File: config.mk
export PLATFORM = sky130hd
export DESIGN_NAME = eater_prog_mem
export DESIGN_NICKNAME = d
export VERILOG_FILES = /design/src/rtl/eater_pkg.sv /design/src/rtl/eater_sync.sv /design/src/rtl/eater_prog_mem.sv
export SDC_FILE = /design/constraint.sdc
export NUM_CORES = 1
export LEC_CHECK = 0
export BUFFER_PORTS_ARGS = -buffer_cell sky130_fd_sc_hd__buf_2
export CAP_MARGIN = 20
export CORE_MARGIN = 1
export CORE_UTILIZATION = 30
export CTS_CLUSTER_DIAMETER = 50
export DETAILED_ROUTE_END_ITERATION = 7
export HOLD_SLACK_MARGIN = 0.05
export MAX_ROUTING_LAYER = met4
export PLACE_DENSITY = 0.43
export RECOVER_POWER = 100
export SKIP_CTS_REPAIR_TIMING = 1
export SLEW_MARGIN = 20
export SYNTH_ARGS = -nofsm -noshare
export SYNTH_HDL_FRONTEND = slang
export SYNTH_SLANG_ARGS = --single-unit
File: constraint.sdc
create_clock -name clk -period 3.3 [get_ports clk]
set_input_delay 0.165 -clock clk [delete_from_list [all_inputs] [get_ports clk]]
set_output_delay 0.165 -clock clk [all_outputs]
set_load 0.02 [all_outputs]
File: src/rtl/eater_pkg.sv
// Shared types and default sizing for the 8-bit computer memory slice.
package eater_pkg;

  localparam int unsigned DEF_DATA_W      = 8;
  localparam int unsigned DEF_ADDR_W      = 4;
  localparam int unsigned DEF_SYNC_STAGES = 2;

  typedef enum logic [1:0] {ST_RUN, ST_PROG, ST_WRITE} prog_state_t;

endpackage

File: src/rtl/eater_sync.sv
// Multi-flop synchroniser for an asynchronous pin, with a registered rising-edge detect.
module eater_sync #(
  parameter int unsigned STAGES = 2
) (
  input  logic clk,
  input  logic rst_n,
  input  logic i_async,
  output logic o_sync,
  output logic o_rise
);

  logic [STAGES-1:0] r_sync;
  logic              r_prev;

  always_ff @(posedge clk or negedge rst_n) begin
    if (!rst_n) begin
      r_sync <= '0;
      r_prev <= 1'b0;
    end else begin
      r_sync <= {r_sync[STAGES-2:0], i_async};
      r_prev <= r_sync[STAGES-1];
    end
  end

  assign o_sync = r_sync[STAGES-1];
  assign o_rise = r_sync[STAGES-1] & ~r_prev;

endmodule

File: src/rtl/eater_prog_mem.sv
// Program/data RAM with front-panel load mode: synchronised pins, strobe-driven write FSM,
// auto-increment load pointer and a registered CPU read port.
module eater_prog_mem
  import eater_pkg::*;
#(
  parameter int unsigned DATA_W      = DEF_DATA_W,
  parameter int unsigned ADDR_W      = DEF_ADDR_W,
  parameter int unsigned SYNC_STAGES = DEF_SYNC_STAGES
) (
  input  logic              clk,
  input  logic              rst_n,
  input  logic              prog_mode,
  input  logic              prog_strobe,
  input  logic              auto_inc_en,
  input  logic [ADDR_W-1:0] prog_addr,
  input  logic [DATA_W-1:0] prog_data,
  input  logic [ADDR_W-1:0] cpu_addr,
  input  logic              cpu_we,
  input  logic [DATA_W-1:0] cpu_wdata,
  output logic [DATA_W-1:0] cpu_rdata,
  output logic              cpu_halt,
  output logic [ADDR_W-1:0] load_ptr,
  output logic [ADDR_W:0]   load_count,
  output logic              load_wrapped
);

  localparam int unsigned DEPTH = 1 << ADDR_W;
  localparam logic [ADDR_W:0] COUNT_MAX = DEPTH[ADDR_W:0];

  logic              w_mode;
  logic              w_str_rise;
  prog_state_t       r_state;
  prog_state_t       w_next;
  logic              r_halt;
  logic [ADDR_W-1:0] r_ptr;
  logic [ADDR_W:0]   r_count;
  logic              r_wrapped;
  logic [ADDR_W-1:0] r_wr_addr;
  logic [DATA_W-1:0] r_wr_data;
  logic [DATA_W-1:0] r_rdata;
  logic [DATA_W-1:0] r_mem [DEPTH];
  logic              w_mem_we;
  logic [ADDR_W-1:0] w_mem_addr;
  logic [DATA_W-1:0] w_mem_wdata;

  eater_sync #(.STAGES(SYNC_STAGES)) u_sync_mode (
    .clk    (clk),
    .rst_n  (rst_n),
    .i_async(prog_mode),
    .o_sync (w_mode),
    .o_rise ()
  );

  eater_sync #(.STAGES(SYNC_STAGES)) u_sync_strobe (
    .clk    (clk),
    .rst_n  (rst_n),
    .i_async(prog_strobe),
    .o_sync (),
    .o_rise (w_str_rise)
  );

  // A strobe edge in PROG wins over a simultaneous mode exit; WRITE then falls to RUN.
  always_comb begin
    w_next = r_state;
    unique case (r_state)
      ST_RUN:   if (w_mode) w_next = ST_PROG;
      ST_PROG: begin
        if (w_str_rise)   w_next = ST_WRITE;
        else if (!w_mode) w_next = ST_RUN;
      end
      ST_WRITE: w_next = w_mode ? ST_PROG : ST_RUN;
      default:  w_next = ST_RUN;
    endcase
  end

  always_ff @(posedge clk or negedge rst_n) begin
    if (!rst_n) begin
      r_state   <= ST_RUN;
      r_halt    <= 1'b0;
      r_ptr     <= '0;
      r_count   <= '0;
      r_wrapped <= 1'b0;
      r_wr_addr <= '0;
      r_wr_data <= '0;
      r_rdata   <= '0;
    end else begin
      r_state <= w_next;
      r_halt  <= (w_next != ST_RUN);
      r_rdata <= r_mem[cpu_addr];
      if (r_state == ST_RUN && w_next == ST_PROG) begin
        r_ptr     <= '0;
        r_count   <= '0;
        r_wrapped <= 1'b0;
      end
      if (r_state == ST_PROG && w_next == ST_WRITE) begin
        r_wr_addr <= auto_inc_en ? r_ptr : prog_addr;
        r_wr_data <= prog_data;
      end
      if (r_state == ST_WRITE) begin
        r_ptr <= r_wr_addr + 1'b1;
        if (&r_wr_addr)           r_wrapped <= 1'b1;
        if (r_count != COUNT_MAX) r_count   <= r_count + 1'b1;
      end
    end
  end

  // Single write port; CPU writes only land in RUN, so the loader never collides.
  assign w_mem_we    = (r_state == ST_WRITE) | ((r_state == ST_RUN) & cpu_we);
  assign w_mem_addr  = (r_state == ST_WRITE) ? r_wr_addr : cpu_addr;
  assign w_mem_wdata = (r_state == ST_WRITE) ? r_wr_data : cpu_wdata;

  always_ff @(posedge clk) begin
    if (w_mem_we) r_mem[w_mem_addr] <= w_mem_wdata;
  end

  assign cpu_rdata    = r_rdata;
  assign cpu_halt     = r_halt;
  assign load_ptr     = r_ptr;
  assign load_count   = r_count;
  assign load_wrapped = r_wrapped;

endmodule

== After elaboration in Yosys (flattened, before gate mapping) ==
Memory sizes are Yosys's and may differ from the RTL's. A register that Yosys moved wholly into a read port is not among the register bits.
Index checks and enable logic that the tools add are counted.

* Register bits after elaboration: 30
* Bits in writable memories: 128
* Input port bits: 30
* Output and inout port bits: 19
* Logic and storage cells: 47
* Memories kept: 1

* $add $sub $neg: 2
* Equal/unequal tests: 5
* Muxes and demuxes: 18
* Bitwise operators: 4
* Reductions and logical operators: 7

{| class="wikitable"
|+ Memory list
! name !! words !! bits a word !! rd ports !! clocked after Yosys merged registers in !! write ports !! RTL line !! source
|-
| r_mem || 16 || 8 || 1 || 1 || 1 || eater_prog_mem.sv:41 || <nowiki>logic [DATA_W-1:0] r_mem [DEPTH];</nowiki>
|}

{| class="wikitable"
|+ Operator list
! cell !! number
|-
| $mux 4 || 4
|-
| $mux 5 || 3
|-
| $mux 8 || 1
|-
| $mux 1 || 6
|-
| $mux 2 || 3
|-
| $pmux 2 s3 || 1
|-
| $add 5x1->5 const B || 1
|-
| $ne 5x5->1 const B || 1
|-
| $add 4x1->4 const B || 1
|-
| $eq 2x1->1 const B || 2
|-
| $eq 2x2->1 const B || 2
|-
| $reduce_and 4->1 || 1
|-
| $reduce_bool 2->1 || 2
|-
| $and 1x1->1 || 2
|-
| $logic_and 1x1->1 || 2
|-
| $logic_not 2->1 || 1
|-
| $logic_not 1->1 || 1
|-
| $not 1->1 || 1
|-
| $or 1x1->1 || 1
|}

== Logic depth before layout (Yosys ltp) ==
Gate-level depths: netlist of the first run.

* Depth in word-level cells: 9
* Mapped depth: 7
* Depth with buffers taken out: 5

== Hierarchy ==
A second synthesis of the first run with hierarchy kept.

* Cells, all modules: 365
* Area, all modules: 6,690.2 um^2

{| class="wikitable"
|+ By module, submodules not included
! module !! instances !! cells an instance !! area each (um^2) !! sequential area each (um^2)
|-
| eater_prog_mem || 1 || 357 || 6,512.5 || 4,669.5
|-
| eater_sync || 2 || 4 || 88.8 || 75.1
|}

== Worst setup path before layout of the first run ==
OpenSTA, ideal clock, no wires.

* Kind: register to register
* Start point: register r_state[1]
* End point: memory r_mem[0][0] in the netlist's numbering, enable pin
* Setup time: 0.370 ns
* Arrival: 1.551 ns
* Data required time: 2.930 ns
* Setup slack: 1.379 ns
* Cell stages (with the launch flop): 6
* Buffers on the path: 1
* Period minus slack after synthesis: 1.921 ns
* Path through: dfrtp_1 buf_2 or3b_1 a21oi_1 nand2_1 nor2_1

* Cells in the longest elaborated chain, start to end: 5
* Elaborated cells between the ends (all ways): 7
* Classes of those cells: eq/ne: 1; mux: 3; bitwise: 2; reduce/logical: 1

{| class="wikitable"
|+ RTL lines
! item !! RTL line !! source
|-
| start, declared || eater_prog_mem.sv:32 || <nowiki>prog_state_t r_state;</nowiki>
|-
| start signal, assigned || eater_prog_mem.sv:87 || <nowiki>r_state <= w_next;</nowiki>
|-
| $logic_not 2->1 || eater_prog_mem.sv:108 || <nowiki>assign w_mem_we = (r_state == ST_WRITE) | ((r_state == ST_RUN) & cpu_we);</nowiki>
|-
| $and 1x1->1 || eater_prog_mem.sv:108 ||
|-
| $or 1x1->1 || eater_prog_mem.sv:108 ||
|-
| $mux 1 || eater_prog_mem.sv:113 || <nowiki>if (w_mem_we) r_mem[w_mem_addr] <= w_mem_wdata;</nowiki>
|-
| $mux 1 (implied by the code) || eater_prog_mem.sv:113 ||
|-
| end, declared || eater_prog_mem.sv:41 ||
|}

Parallel ways exist; a longest one is shown, timed or not.

==> results.json, run 1 <==
{
  "post_drt_wl_per_cell_um": 20.5,
  "num_vias": 3527,
  "grt_max_degree": 39,
  "drtIter0Drc": 154,
  "yosysWarnings": 0,
  "finalSetupViolCount": 0,
  "drive_above_1_share_pct": 19.0,
  "dr.pass1.iters": 4,
  "startpoint": "cpu_addr[0]",
  "synth-seq-cells": 166,
  "hold_violations": 0,
  "hold_class": "input pin to flop",
  "yosys.area.top_type": "edfxtp_1",
  "syn_avg_cell_area_um2": 16.9,
  "gr-total-overflow": 0,
  "start_util_pct": 31.1,
  "start_kind": "input pin",
  "violations": "capacitance limit, slew limit",
  "gp_congestion": 0.765,
  "die_area_um2": 22600,
  "power_density_nw_per_um2": 598,
  "io_pins": 49,
  "cts_tree": "yes",
  "syn_nets": 425,
  "vias_per_cell": 4.68,
  "finalClockSkew_ns": 0.0115,
  "async_flop_share_pct": 22.9,
  "drc": 0,
  "numPortBuffers": 48,
  "syn_inst": 392,
  "dp_hpwl_mm": 10.4,
  "setup_tns_ns": 0,
  "ir_worst_vdd_mv": 0.300,
  "yosysTopAreaCellShare_pct": 58.1,
  "synth_area_leaders": "edfxtp_1 (58%), dfrtp_1 (14%), mux4_2 (8.5%)",
  "core_um2": 21300,
  "max_clock_freq_mhz": 392,
  "fin_nets": 499,
  "grt_pass1_wl_mm": 23.5,
  "ys_seq_area_share_pct": 72.5,
  "die_h_um": 150,
  "grt_pass1_vias": 3762,
  "syn_to_final_growth_pct": 17.6,
  "dpl_worst_slack_ns": 0.967,
  "layout_commonest_cell": "edfxtp_1",
  "crit_end": "cpu_rdata[7]",
  "synth_enable_flop_cells": 128,
  "clkLatencyLatePin_ns": 0.44,
  "cts_root_buf": "clkbuf_16",
  "r2r_setup_slack_ns": 0.87,
  "end_kind": "flop",
  "fin_ws_ns": 0.746,
  "cts_buffers": 17,
  "period_share_pct": 77.4,
  "path_class": "input pin to flop",
  "syn-cell-area_um2": 6610,
  "row_count": 53,
  "grt_setup_unrepaired": "no",
  "ctsLongestPathBuffers": 2,
  "ant_nets": 0,
  "crit_fanout": 18,
  "synthDistinctLibCells": 41,
  "status": "finished, violations left",
  "cts.clk_slew.worst_paths_ns": 0.07,
  "synth_ff_type": "edfxtp_1",
  "worst_slew_pin_slew_ns": 2.21,
  "layout_common_cells": "edfxtp_1 (128), nand2_1 (48), dfrtp_1 (38), clkbuf_1 (33), buf_2 (27)",
  "wirelength_mm": 15.4,
  "fin_util_pct": 36.5,
  "cp.required_ns": 3.60,
  "r2r_start": "r_state[0]",
  "drv_cap": 2,
  "whs_ns": 0.0382,
  "cts_max_level": 4,
  "reg2reg_to": "r_mem[1][5]",
  "period_needed_ns": 2.55,
  "antenna_found_initial": 1,
  "antenna_cells": 0,
  "slew_headroom_pct": -47.5,
  "ff2ff_path_depth": 4,
  "p_leak_nw": 2.76,
  "final_max_slew_viol_count": 39,
  "cts.sinks": 166,
  "cp.arrival_ns": 2.85,
  "track_usage_pct": 15.4,
  "die_width_um": 150
}
-- synth_stat cells, types with 2 or more instances --
cell / count
o22ai_1: 9
nor2_1: 24
nand2_1: 48
and3_1: 2
nand2b_1: 3
mux4_2: 25
nor3b_1: 2
inv_1: 5
dfrtp_1: 38
mux2_1: 9
edfxtp_1: 128
buf_2: 12
nor3_1: 2
nand3_1: 4
nand3b_1: 2
buf_6: 4
a31oi_1: 6
nor2b_1: 3
o21ai_1: 7
a22o_1: 4
ha_1: 3
mux2i_1: 22
a21oi_1: 8
mux2_2: 5
-- state kept, by name (all words and copies together), names as in the netlist --
signal,count
r_wr_data,8
r_mem,128
cpu_rdata,8
load_ptr,4
u_sync_mode.r_sync,2
r_state,2
cpu_halt,1
r_wr_addr,4
load_count,5
load_wrapped,1
u_sync_strobe.r_prev,1
u_sync_strobe.r_sync,2
-- per-stage QoR --
step	power (mW)	cell area, um2	std cells
after floorplan	2.66	6610	392
after global placement	2.81	7180	711
after detailed placement	2.81	7180	711
after CTS	4.70	7740	743
after global routing	4.82	7780	754
final	4.65	7780	754
-- logic make-up after synthesis --
kind of cell,count (synthesis),synth area share [%]
AOI/OAI and AO/OA,41,3.90
buffers and inverters,24,2.21
xor gates and xnor gates,2,0.265
and+or+nand+nor,95,6.30
muxes,61,14.2
adders and majority gates,3,0.568
DFF,166,72.5
-- power by group --
group / total [mW] / internal, mW / switching (mW)
Combinational: 0.355 / 0.134 / 0.222
Sequential: 2.40 / 2.34 / 0.0562
Clock: 1.89 / 0.997 / 0.896
-- final cells by class --
type | instances | area (um2)
Tap cell | 275 | 344
Inverter | 5 | 18.8
Clock inverter | 15 | 135
Timing Repair Buffer | 74 | 389
Clock buffer | 17 | 425
Fill cell | 2000 | 13500
Multi-Input combinational cell | 202 | 1670
Sequential cell | 166 | 4790
-- routing by layer --
| layer | wire length [um] | GRT usage, % |
|---|---|---|
| met2 | 7640 | 24.1 |
| met3 | 604 | 4.36 |
| met5 | 0 | - |
| met4 | 133 | 4.09 |
| met1 | 7050 | 19.6 |
-- critical path, stage by stage --
cell and delay [ns]:
clkbuf_1 1.06, clkbuf_1 0.60, mux4_2 0.62, mux2i_1 0.26
o21ai_0 0.14
-- how the worst min path moves through the flow --
| stage | start | end | slack (ns) | cells past startpoint |
|---|---|---|---|---|
| floorplan | rst_n | cpu_halt | -0.13 | 0 |
| global placement | prog_strobe | u_sync_strobe.r_sync[0] | 0.28 | 1 |
| global route | prog_addr[1] | r_wr_addr[1] | 0.05 | 3 |
| detailed placement | prog_strobe | u_sync_strobe.r_sync[0] | 0.27 | 1 |
| CTS | prog_strobe | u_sync_strobe.r_sync[0] | -0.18 | 1 |
| finish | prog_addr[0] | r_wr_addr[0] | 0.04 | 3 |
Power figures use the tool's default switching activity.
==> run 2, diff against run 1 <==
--- a/config.mk
+++ b/config.mk
@@ -13,7 +13,7 @@
 export DETAILED_ROUTE_END_ITERATION = 7
 export HOLD_SLACK_MARGIN = 0.05
 export MAX_ROUTING_LAYER = met4
-export PLACE_DENSITY = 0.43
+export PLACE_DENSITY = 0.44
 export RECOVER_POWER = 100
 export SKIP_CTS_REPAIR_TIMING = 1
 export SLEW_MARGIN = 20
==> constraint.sdc (replaced) <==
create_clock -name clk -period 2 [get_ports clk]
set_input_delay 0.1 -clock clk [delete_from_list [all_inputs] [get_ports clk]]
set_output_delay 0.1 -clock clk [all_outputs]
set_load 0.02 [all_outputs]
==> results.json, run 2 (synthesis results as in run 1) <==
{
  "status": "finished, final reports clean",
  "antenna_found_initial": 0,
  "wirelength_mm": 15.6,
  "grt_setup_unrepaired": "yes",
  "core_um2": 21300,
  "crit_path_top_delay_cell": "dfrtp_1",
  "die_h_um": 150,
  "start_kind": "flop",
  "p_leak_nw": 2.98,
  "critPathTopFamily": "buffers and inverters",
  "final_max_slew_viol_count": 0,
  "drv_cap": 0,
  "fin_nets": 532,
  "grt_pass1_wl_mm": 23.8,
  "worst_slew_pin_slew_ns": 0.959,
  "grt_pass1_vias": 3834,
  "cts_max_level": 4,
  "fin_ws_ns": 0.127,
  "start_util_pct": 31.1,
  "cts_tree": "yes",
  "finalSetupViolCount": 0,
  "gr-total-overflow": 0,
  "drtIter0Drc": 247,
  "ant_nets": 0,
  "register_area_um2": 4790,
  "top_register": "r_mem",
  "reg2reg_to": "r_mem[12][5]",
  "r2r_start": "r_state[1]",
  "ir_worst_vdd_mv": 0.551,
  "hold_violations": 0,
  "worstHoldStart": "prog_addr[1]",
  "die_width_um": 150,
  "r2r_setup_slack_ns": 0.13,
  "cp.arrival_ns": 2.04,
  "fillers": 1999,
  "period_share_pct": 93.6,
  "finalClockSkew_ns": 0.00837,
  "finalInstanceArea_um2": 8150,
  "path_class": "flop to flop",
  "die_area_um2": 22600,
  "slowest_delay_ns": 0.42,
  "vias_per_cell": 4.67,
  "ff2ff_path_depth": 7,
  "grt_max_degree": 28,
  "track_usage_pct": 15.5,
  "drive_above_1_share_pct": 26.8,
  "cts.clk_slew.worst_paths_ns": 0.06,
  "cts.sinks": 166,
  "whs_ns": 0.0739,
  "path_cells": "buf_4 -> nor2b_1 -> and3_1 -> a31oi_1 -> buf_4 -> nor2_1 -> buf_4",
  "ctsLongestPathBuffers": 2,
  "multiInputGateArea_um2": 1700,
  "dp_cells": 740,
  "io_pins": 49,
  "end_kind": "flop",
  "drc": 0,
  "row_count": 53,
  "syn_to_final_growth_pct": 23.2,
  "period_needed_ns": 1.87,
  "post_drt_wl_per_cell_um": 19.9,
  "largest_reg_flops": 128,
  "hold_end": "r_wr_addr[1]",
  "hold_class": "input pin to flop",
  "dpl_worst_slack_ns": -0.173,
  "critPathBufInv": 3,
  "final_cells": 786,
  "cts_buffers": 17,
  "cp.required_ns": 2.17,
  "power_density_nw_per_um2": 974,
  "dp_hpwl_mm": 10.6,
  "max_clock_freq_mhz": 534,
  "num_vias": 3673,
  "hold_depth": 3,
  "numPortBuffers": 48,
  "post_dp_cell_area_um2": 7420,
  "layout_common_cells": "edfxtp_1 (128), nand2_1 (48), dfrtp_1 (38), buf_2 (29), buf_4 (26)",
  "slew_headroom_pct": 36.1,
  "layout_commonest_cell": "edfxtp_1",
  "clkLatencyLatePin_ns": 0.42,
  "crit_fanout": 8,
  "cts_root_buf": "clkbuf_16",
  "dr.pass1.iters": 4,
  "gp_congestion": 0.735,
  "antenna_cells": 0,
  "cpMostUsedCell": "buf_4"
}
[run 2: cell count changes in the layout (fill, tap and decap cells not counted), sizes merged]
cell         change
buf             +28
inv              -7
dlygate4sd3      +4
bufinv           +3
clkinvlp         +2
clkbuf           +1
clkinv           +1
[run 2: power by group]
part | switching [mW] | leakage, nW | internal, mW
clock | 1.35 | 0.288 | 1.97
sequential | 0.0674 | 1.62 | 3.87
combinational | 0.400 | 1.07 | 0.281
[run 2: worst max-delay path by stage]
stage	cells after the start	slack, ns	from	endpoint
2_1_floorplan	5	0.08	r_state[1]	r_mem[0][0]
3_3_place_gp	5	-0.14	r_state[1]	r_mem[14][6]
3_5_place_dp	5	-0.17	r_state[1]	r_mem[14][6]
4_1_cts	5	-0.19	r_state[1]	r_mem[14][5]
5_1_grt	7	-0.01	r_state[1]	r_mem[12][5]
6_report	7	0.13	r_state[1]	r_mem[12][5]
[run 2: cell type report]
| class | count | share of cell area (%) |
|---|---|---|
| clock buffer | 17 | 5.22 |
| multi-input combinational | 202 | 20.9 |
| tap | 275 | 4.22 |
| clock inverter | 14 | 2.18 |
| sequential | 166 | 58.9 |
| timing repair buffer | 107 | 8.42 |
| inverter | 5 | 0.230 |
[run 2: through the flow]
stage               utilization (%)  setup TNS, ns  total power [mW]
floorplan                         -              0              4.38
CTS                            37.7          -2.92              8.03
finish                         38.3              0              7.93
global placement               34.9          -1.57              4.68
detailed placement             34.9          -2.56              4.70
global route                   38.3        -0.0917              8.25
[run 2: worst register-to-register path: cells and delay by family (launching register included)]
family                 cells  cell delay [ns]
DFF                        1             0.42
AOI/OAI and AO/OA          1             0.28
and+or+nand+nor            3             0.38
buffers and inverters      3             0.54
[run 2: metal layers]
metal | wire, um | track usage [%]
met5 | 0 | -
met4 | 166 | 4.65
met1 | 7400 | 20.8
met3 | 613 | 3.67
met2 | 7430 | 23.2
